### config.mk
export PLATFORM = sky130hd
export DESIGN_NAME = clint_core
export DESIGN_NICKNAME = d
export VERILOG_FILES = /design/src/rtl/clint_core_pkg.sv /design/src/rtl/clint_timer.sv /design/src/rtl/clint_core.sv
export SDC_FILE = /design/constraint.sdc
export NUM_CORES = 1
export LEC_CHECK = 0
export CAP_MARGIN = 10
export CORE_AREA = 4 4 209 211
export DETAILED_ROUTE_END_ITERATION = 6
export DIE_AREA = 0 0 213 215
export PLACE_DENSITY_LB_ADDON = 0.08
export SLEW_MARGIN = 10
export SYNTH_ARGS = -nofsm -noshare
export SYNTH_HDL_FRONTEND = slang
export SYNTH_SLANG_ARGS = --single-unit
export TNS_END_PERCENT = 10
### constraint.sdc
create_clock -name clk -period 3.3 [get_ports clk]
set_input_delay 0.33 -clock clk [delete_from_list [all_inputs] [get_ports clk]]
set_output_delay 0.33 -clock clk [all_outputs]
set_load 0.05 [all_outputs]
### src/rtl/clint_core_pkg.sv
// ----------------------------------------------------------------------------
// clint_core_pkg
//   Shared definitions for the core-local interruptor:
//   - register offsets within the CLINT window
//   - response FSM state encoding
//   - byte-strobe merge helper shared by mtime and mtimecmp write paths
// ----------------------------------------------------------------------------
package clint_core_pkg;

    localparam logic [15:0] CLINT_MSIP_OFS     = 16'h0000;
    localparam logic [15:0] CLINT_MTIMECMP_OFS = 16'h4000;
    localparam logic [15:0] CLINT_MTIME_OFS    = 16'hBFF8;

    typedef enum logic {
        ST_IDLE = 1'b0,
        ST_RESP = 1'b1
    } clint_state_e;

    // Replace each byte of old_val whose strobe bit is set with the matching
    // byte of wdata; unstrobed bytes keep old_val.
    function automatic logic [63:0] strb_merge(input logic [63:0] old_val,
                                               input logic [63:0] wdata,
                                               input logic [7:0]  wstrb);
        logic [63:0] res;
        res = old_val;
        for (int b = 0; b < 8; b++) begin
            if (wstrb[b]) begin
                res[b*8 +: 8] = wdata[b*8 +: 8];
            end
        end
        return res;
    endfunction

endpackage

### src/rtl/clint_timer.sv
// ----------------------------------------------------------------------------
// clint_timer
//   Free-running mtime counter with prescaler, byte-strobed write port and
//   the registered mtime >= mtimecmp comparator that drives mtip.
// Ports
//   clk, rst     : core clock, synchronous active-high reset
//   i_wen        : write mtime this cycle (already qualified by decode/accept)
//   i_wdata      : write data
//   i_wstrb      : byte enables for the write
//   i_mtimecmp   : current mtimecmp register value
//   o_mtime      : current mtime register value
//   o_mtip       : registered timer interrupt pending
// ----------------------------------------------------------------------------
module clint_timer
    import clint_core_pkg::*;
#(
    parameter int TICK_DIV = 1
) (
    input  logic        clk,
    input  logic        rst,
    input  logic        i_wen,
    input  logic [63:0] i_wdata,
    input  logic [7:0]  i_wstrb,
    input  logic [63:0] i_mtimecmp,
    output logic [63:0] o_mtime,
    output logic        o_mtip
);

    localparam int PW = (TICK_DIV > 1) ? $clog2(TICK_DIV) : 1;

    logic [PW-1:0] r_presc;
    logic [63:0]   r_mtime;
    logic          r_mtip;
    logic          w_tick;
    logic [63:0]   w_mtime_inc;
    logic [63:0]   w_mtime_nxt;

    // The tick fires on the cycle the prescaler wraps back to 0.
    assign w_tick      = (r_presc == PW'(TICK_DIV - 1));
    assign w_mtime_inc = r_mtime + {63'd0, w_tick};
    // A write overrides only the strobed bytes; the rest follow the tick.
    assign w_mtime_nxt = i_wen ? strb_merge(w_mtime_inc, i_wdata, i_wstrb)
                               : w_mtime_inc;

    always_ff @(posedge clk) begin
        if (rst) begin
            r_presc <= '0;
            r_mtime <= '0;
            r_mtip  <= 1'b0;
        end else begin
            r_presc <= w_tick ? '0 : r_presc + PW'(1);
            r_mtime <= w_mtime_nxt;
            r_mtip  <= (r_mtime >= i_mtimecmp);
        end
    end

    assign o_mtime = r_mtime;
    assign o_mtip  = r_mtip;

endmodule

### src/rtl/clint_core.sv
// ----------------------------------------------------------------------------
// clint_core
//   Core-local interruptor for a single RV64 hart. Memory-mapped responder
//   owning msip, mtimecmp and (via clint_timer) mtime; drives clint_mtip and
//   clint_msip to the CSR unit.
// Ports
//   clk, rst                      : core clock, synchronous active-high reset
//   req_valid/req_ready           : request handshake
//   req_wen, req_addr             : write select, byte offset from CLINT base
//   req_wdata, req_wstrb          : write data and byte enables
//   resp_valid/resp_ready         : response handshake
//   resp_rdata, resp_err          : read data (0 on writes/errors), error flag
//   clint_mtip, clint_msip        : interrupt pending outputs
// ----------------------------------------------------------------------------
module clint_core
    import clint_core_pkg::*;
#(
    parameter int TICK_DIV = 1,
    parameter int ADDR_W   = 16
) (
    input  logic              clk,
    input  logic              rst,
    input  logic              req_valid,
    output logic              req_ready,
    input  logic              req_wen,
    input  logic [ADDR_W-1:0] req_addr,
    input  logic [63:0]       req_wdata,
    input  logic [7:0]        req_wstrb,
    output logic              resp_valid,
    input  logic              resp_ready,
    output logic [63:0]       resp_rdata,
    output logic              resp_err,
    output logic              clint_mtip,
    output logic              clint_msip
);

    clint_state_e r_state;
    logic         r_req_ready;
    logic         r_resp_valid;
    logic [63:0]  r_resp_rdata;
    logic         r_resp_err;
    logic         r_msip;
    logic [63:0]  r_mtimecmp;

    logic         w_accept;
    logic         w_hit_msip;
    logic         w_hit_cmp;
    logic         w_hit_time;
    logic         w_err;
    logic [63:0]  w_rdata;
    logic [63:0]  w_mtime;
    logic         w_mtip;
    logic         w_time_wen;

    assign w_accept   = req_valid && (r_state == ST_IDLE);

    // Offsets are 8-byte aligned, so an exact match also rejects misalignment.
    assign w_hit_msip = (req_addr == ADDR_W'(CLINT_MSIP_OFS));
    assign w_hit_cmp  = (req_addr == ADDR_W'(CLINT_MTIMECMP_OFS));
    assign w_hit_time = (req_addr == ADDR_W'(CLINT_MTIME_OFS));
    assign w_err      = !(w_hit_msip || w_hit_cmp || w_hit_time);
    assign w_time_wen = w_accept && req_wen && w_hit_time;

    // Read mux sees register values before the accepting edge.
    always_comb begin
        w_rdata = '0;
        if (w_hit_msip) begin
            w_rdata = {63'd0, r_msip};
        end else if (w_hit_cmp) begin
            w_rdata = r_mtimecmp;
        end else if (w_hit_time) begin
            w_rdata = w_mtime;
        end
    end

    clint_timer #(
        .TICK_DIV (TICK_DIV)
    ) u_timer (
        .clk        (clk),
        .rst        (rst),
        .i_wen      (w_time_wen),
        .i_wdata    (req_wdata),
        .i_wstrb    (req_wstrb),
        .i_mtimecmp (r_mtimecmp),
        .o_mtime    (w_mtime),
        .o_mtip     (w_mtip)
    );

    always_ff @(posedge clk) begin
        if (rst) begin
            r_state      <= ST_IDLE;
            r_req_ready  <= 1'b1;
            r_resp_valid <= 1'b0;
            r_resp_rdata <= '0;
            r_resp_err   <= 1'b0;
            r_msip       <= 1'b0;
            r_mtimecmp   <= '1;
        end else begin
            case (r_state)
                ST_IDLE: begin
                    if (req_valid) begin
                        r_state      <= ST_RESP;
                        r_req_ready  <= 1'b0;
                        r_resp_valid <= 1'b1;
                        r_resp_err   <= w_err;
                        r_resp_rdata <= req_wen ? 64'd0 : w_rdata;
                        if (req_wen && w_hit_msip && req_wstrb[0]) begin
                            r_msip <= req_wdata[0];
                        end
                        if (req_wen && w_hit_cmp) begin
                            r_mtimecmp <= strb_merge(r_mtimecmp, req_wdata, req_wstrb);
                        end
                    end
                end
                ST_RESP: begin
                    if (resp_ready) begin
                        r_state      <= ST_IDLE;
                        r_req_ready  <= 1'b1;
                        r_resp_valid <= 1'b0;
                    end
                end
                default: begin
                    r_state      <= ST_IDLE;
                    r_req_ready  <= 1'b1;
                    r_resp_valid <= 1'b0;
                end
            endcase
        end
    end

    assign req_ready  = r_req_ready;
    assign resp_valid = r_resp_valid;
    assign resp_rdata = r_resp_rdata;
    assign resp_err   = r_resp_err;
    assign clint_mtip = w_mtip;
    assign clint_msip = r_msip;

endmodule
==> reports/metrics.yaml <==
outcome: "complete, no violations"
final_util_pct: 32.0
via_per_inst: 4.88
cts.repair.resized: 0
rsz0062_at_grt: "no"
crit_path_max_incr_delay_ps: 640
synth_cells: 1178
clock_sinks: 199
synth_cell_types: 57
cp-start-kind: "register"
clock-skew-final_ps: 15.4
sw_frac_of_total_pct: 23.5
syn_area_sq_mm: 0.0103
grt_max_degree: 46
dpl-instance-area_sq_mm: 0.0128
ctsLongestPathBuffers: 2
hold_viol: 0
report.final.slew_viol_count: 0
grt_antenna_before_repair: 0
power_uw: 5010
io_pins: 162
dp_slack_ps: 446
hold_class: "in -> reg"
setup_viol: 0
yosysTopAreaCell: "dfxtp_1"
crit_fanout: 7
grt_pass1_wl_um: 56300
post-dp-hpwl_um: 27800
finalCriticalPeriod_ps: 2560
fin_nets: 1483
placementRows: 75
maxCapViolCount: 0
timing.setup.tns_ps: 0
async_reset_ff_share_pct: 0
worstMarginPinSlew_ps: 676
synth_top_area_share_pct: 38.7
rrSetupSlack_ps: 740
grt_pass1_vias: 9153
drt_wl_total_um: 36400
clkPwrFrac_pct: 45.5
grt_overflow: 0
track_usage_pct: 15.9
cp-end-kind: "register"
path_clk_slew_ps: 80
die_w_um: 213
powerDensity_mw_per_mm2: 375
synth.area.top_cells: "dfxtp_1, ha_1, a22o_1, o211ai_1, a22oi_1"
post_cts_buffers: 0
internal_power_uw: 3830
min_period_over_period_pct: 77.7
numPortBuffers: 161
antenna_left: 0
pwr-share-seq_pct: 48.2
combPwrFrac_pct: 6.3
drtIter0Drc: 435
gp_congestion: 0.799
finalInstanceArea_sq_mm: 0.0134
p_leak_uw: 0.00554
cts_max_level: 4
clk_latency_ps: 460
yosys_register_bits: 199
maxSlewHeadroom_pct: 53.8
syn_area_per_cell_sq_um: 8.75
crit_slowest_cell: "a2111oi_0"
diodes: 0
irDropWorstVdd_mv: 0.304
dieArea_sq_mm: 0.0458
worstPathRequired_ps: 3620
start_util_pct: 24.7
drive_above_1_share_pct: 7.78
crit_type: "reg -> reg"
area_growth_pct: 29.7
syn-num-nets: 1337
firstDrtPassIters: 5
drc: 0
setup_slack_ps: 736
yosys_warnings: 0
cts-hold-fix-buffers: 0
switchingPower_uw: 1180
synth_edf_count: 0
fp.dieH_um: 215
cp.arrival_ps: 2890
core_area_sq_mm: 0.0418
cts_buffers: 17
clock.fmax_mhz: 390
root_buffer: "clkbuf_16"
seq_area_frac_synth_pct: 38.7
vias: 9158
path_cells: "ha_1 > a21oi_1 > o21bai_1 > a2111oi_0 > a31oi_1 > o41ai_1 > o21ai_0"
wl_per_cell_um: 19.4
ys.flop_type: "dfxtp_1"
cts_tree: "built"
==> registers in the layout, indices dropped and copies added (netlist names) <==
signal,cells
r_mtimecmp,64
resp_rdata,64
u_timer.o_mtime,64
clint_msip,1
r_state,1
req_ready,1
resp_err,1
resp_valid,1
u_timer.o_mtip,1
u_timer.r_presc,1
==> logic make-up after synthesis <==
family | synth area share [%]
buffers and inverters | 6.11
muxes | 0.388
AOI/OAI and AO/OA | 23.1
and+or+nand+nor | 18.4
adders and majority gates | 8.01
DFF | 38.7
other | 0.0364
xor gates and xnor gates | 5.27
==> power by group through the flow <==
stage | logic, uW | clock network (uW) | registers [uW]
final | 313 | 2280 | 2410
after detailed placement | 317 | 0 | 2470
after global placement | 322 | 0 | 2470
after floorplan | 85.0 | 0 | 2480
after global routing | 336 | 2450 | 2410
after CTS | 319 | 2370 | 2410
==> layout by cell type (no fill, tap or decap), types with 4 or more instances in the layout <==
cell             Yosys  layout
nand4_1             19      19
ha_1                66      66
and4_1              11      11
nor3_1               9       9
a22oi_1             63      63
a211oi_1            35      34
clkdlybuf4s50_1      0     160
a21o_1               8       8
inv_1               72      71
bufinv_16            0       4
nand3_1             33      33
xnor2_1             31      31
and2_1               7       7
dfxtp_1            199     199
clkbuf_16            0      17
o211ai_1            64      64
a22o_1              85      85
o21ai_1              6       6
a21oi_1             27      27
and3_1              25      24
mux2i_1              4       4
o21ai_0             11      11
buf_12               0      12
xor2_1              31      31
buf_4                4      35
nand2_1            112     112
nor2_1             116     116
clkinv_2             0       4
nor4_1               9       9
nor2b_1              4       4
a31oi_1              6       6
nand3_2              5       5
==> Yosys cell counts, types with 3 or more instances <==
cell,n
nor2_1,116
nor4_2,3
and4_1,11
buf_2,29
a22oi_1,63
dfxtp_1,199
ha_1,66
clkbuf_1,42
a211oi_1,35
and3_1,25
nand2_1,112
inv_1,72
mux2i_1,4
xor2_1,31
nand3_2,5
nand4_1,19
nor3_1,9
nor4_1,9
o21ai_0,11
buf_1,4
buf_4,4
o211ai_1,64
a21oi_1,27
a22o_1,85
xnor2_1,31
and2_1,7
nor2b_1,4
o21ai_1,6
a31oi_1,6
nand3_1,33
a21o_1,8
==> worst paths after layout <==
check                                                    start                     endpoint  cells past startpoint
worst max-delay path            u_timer.o_mtime[13]$_SDFF_PP0_    u_timer.o_mtip$_SDFF_PP0_                      7
worst min-delay path                                       rst  resp_rdata[52]$_SDFFE_PP0P_                      2
worst max register to register  u_timer.o_mtime[13]$_SDFF_PP0_    u_timer.o_mtip$_SDFF_PP0_                      7
worst min register to register         resp_valid$_SDFFE_PP0P_      resp_valid$_SDFFE_PP0P_                      2
==> per-layer routing <==
metal / global-route usage [%] / up-vias / routed length (um) / share of wire, %
met5: 0 / - / 0 / 0
met4: 3.78 / 0 / 493 / 1.4
met3: 2.87 / 27 / 1190 / 3.3
met2: 25.1 / 159 / 16600 / 46
met1: 22.5 / 4404 / 18200 / 50
li1: - / 4568 / - / -
==> critical path: cells and delay by family (launching register included) <==
family / cells / cell delay (ps)
AOI/OAI and AO/OA: 6 / 1660
DFF: 1 / 470
adders and majority gates: 1 / 300
==> area by class of cell <==
| cell class | instances | area (sq um) |
|---|---|---|
| Multi-Input combinational cell | 827 | 5720 |
| Sequential cell | 199 | 3980 |
| Timing Repair Buffer | 207 | 2100 |
| Clock inverter | 12 | 175 |
| Tap cell | 539 | 674 |
| Fill cell | 4326 | 28400 |
| Inverter | 72 | 270 |
| Clock buffer | 19 | 443 |
==> through the flow <==
stage | std cells | hold slack [ps]
final | 1875 | 320
after global routing | 1875 | 311
after CTS | 1875 | 295
after detailed placement | 1844 | 496
after global placement | 1844 | 489
after floorplan | 1178 | 445
No activity file was read; power rests on OpenSTA's default activity.
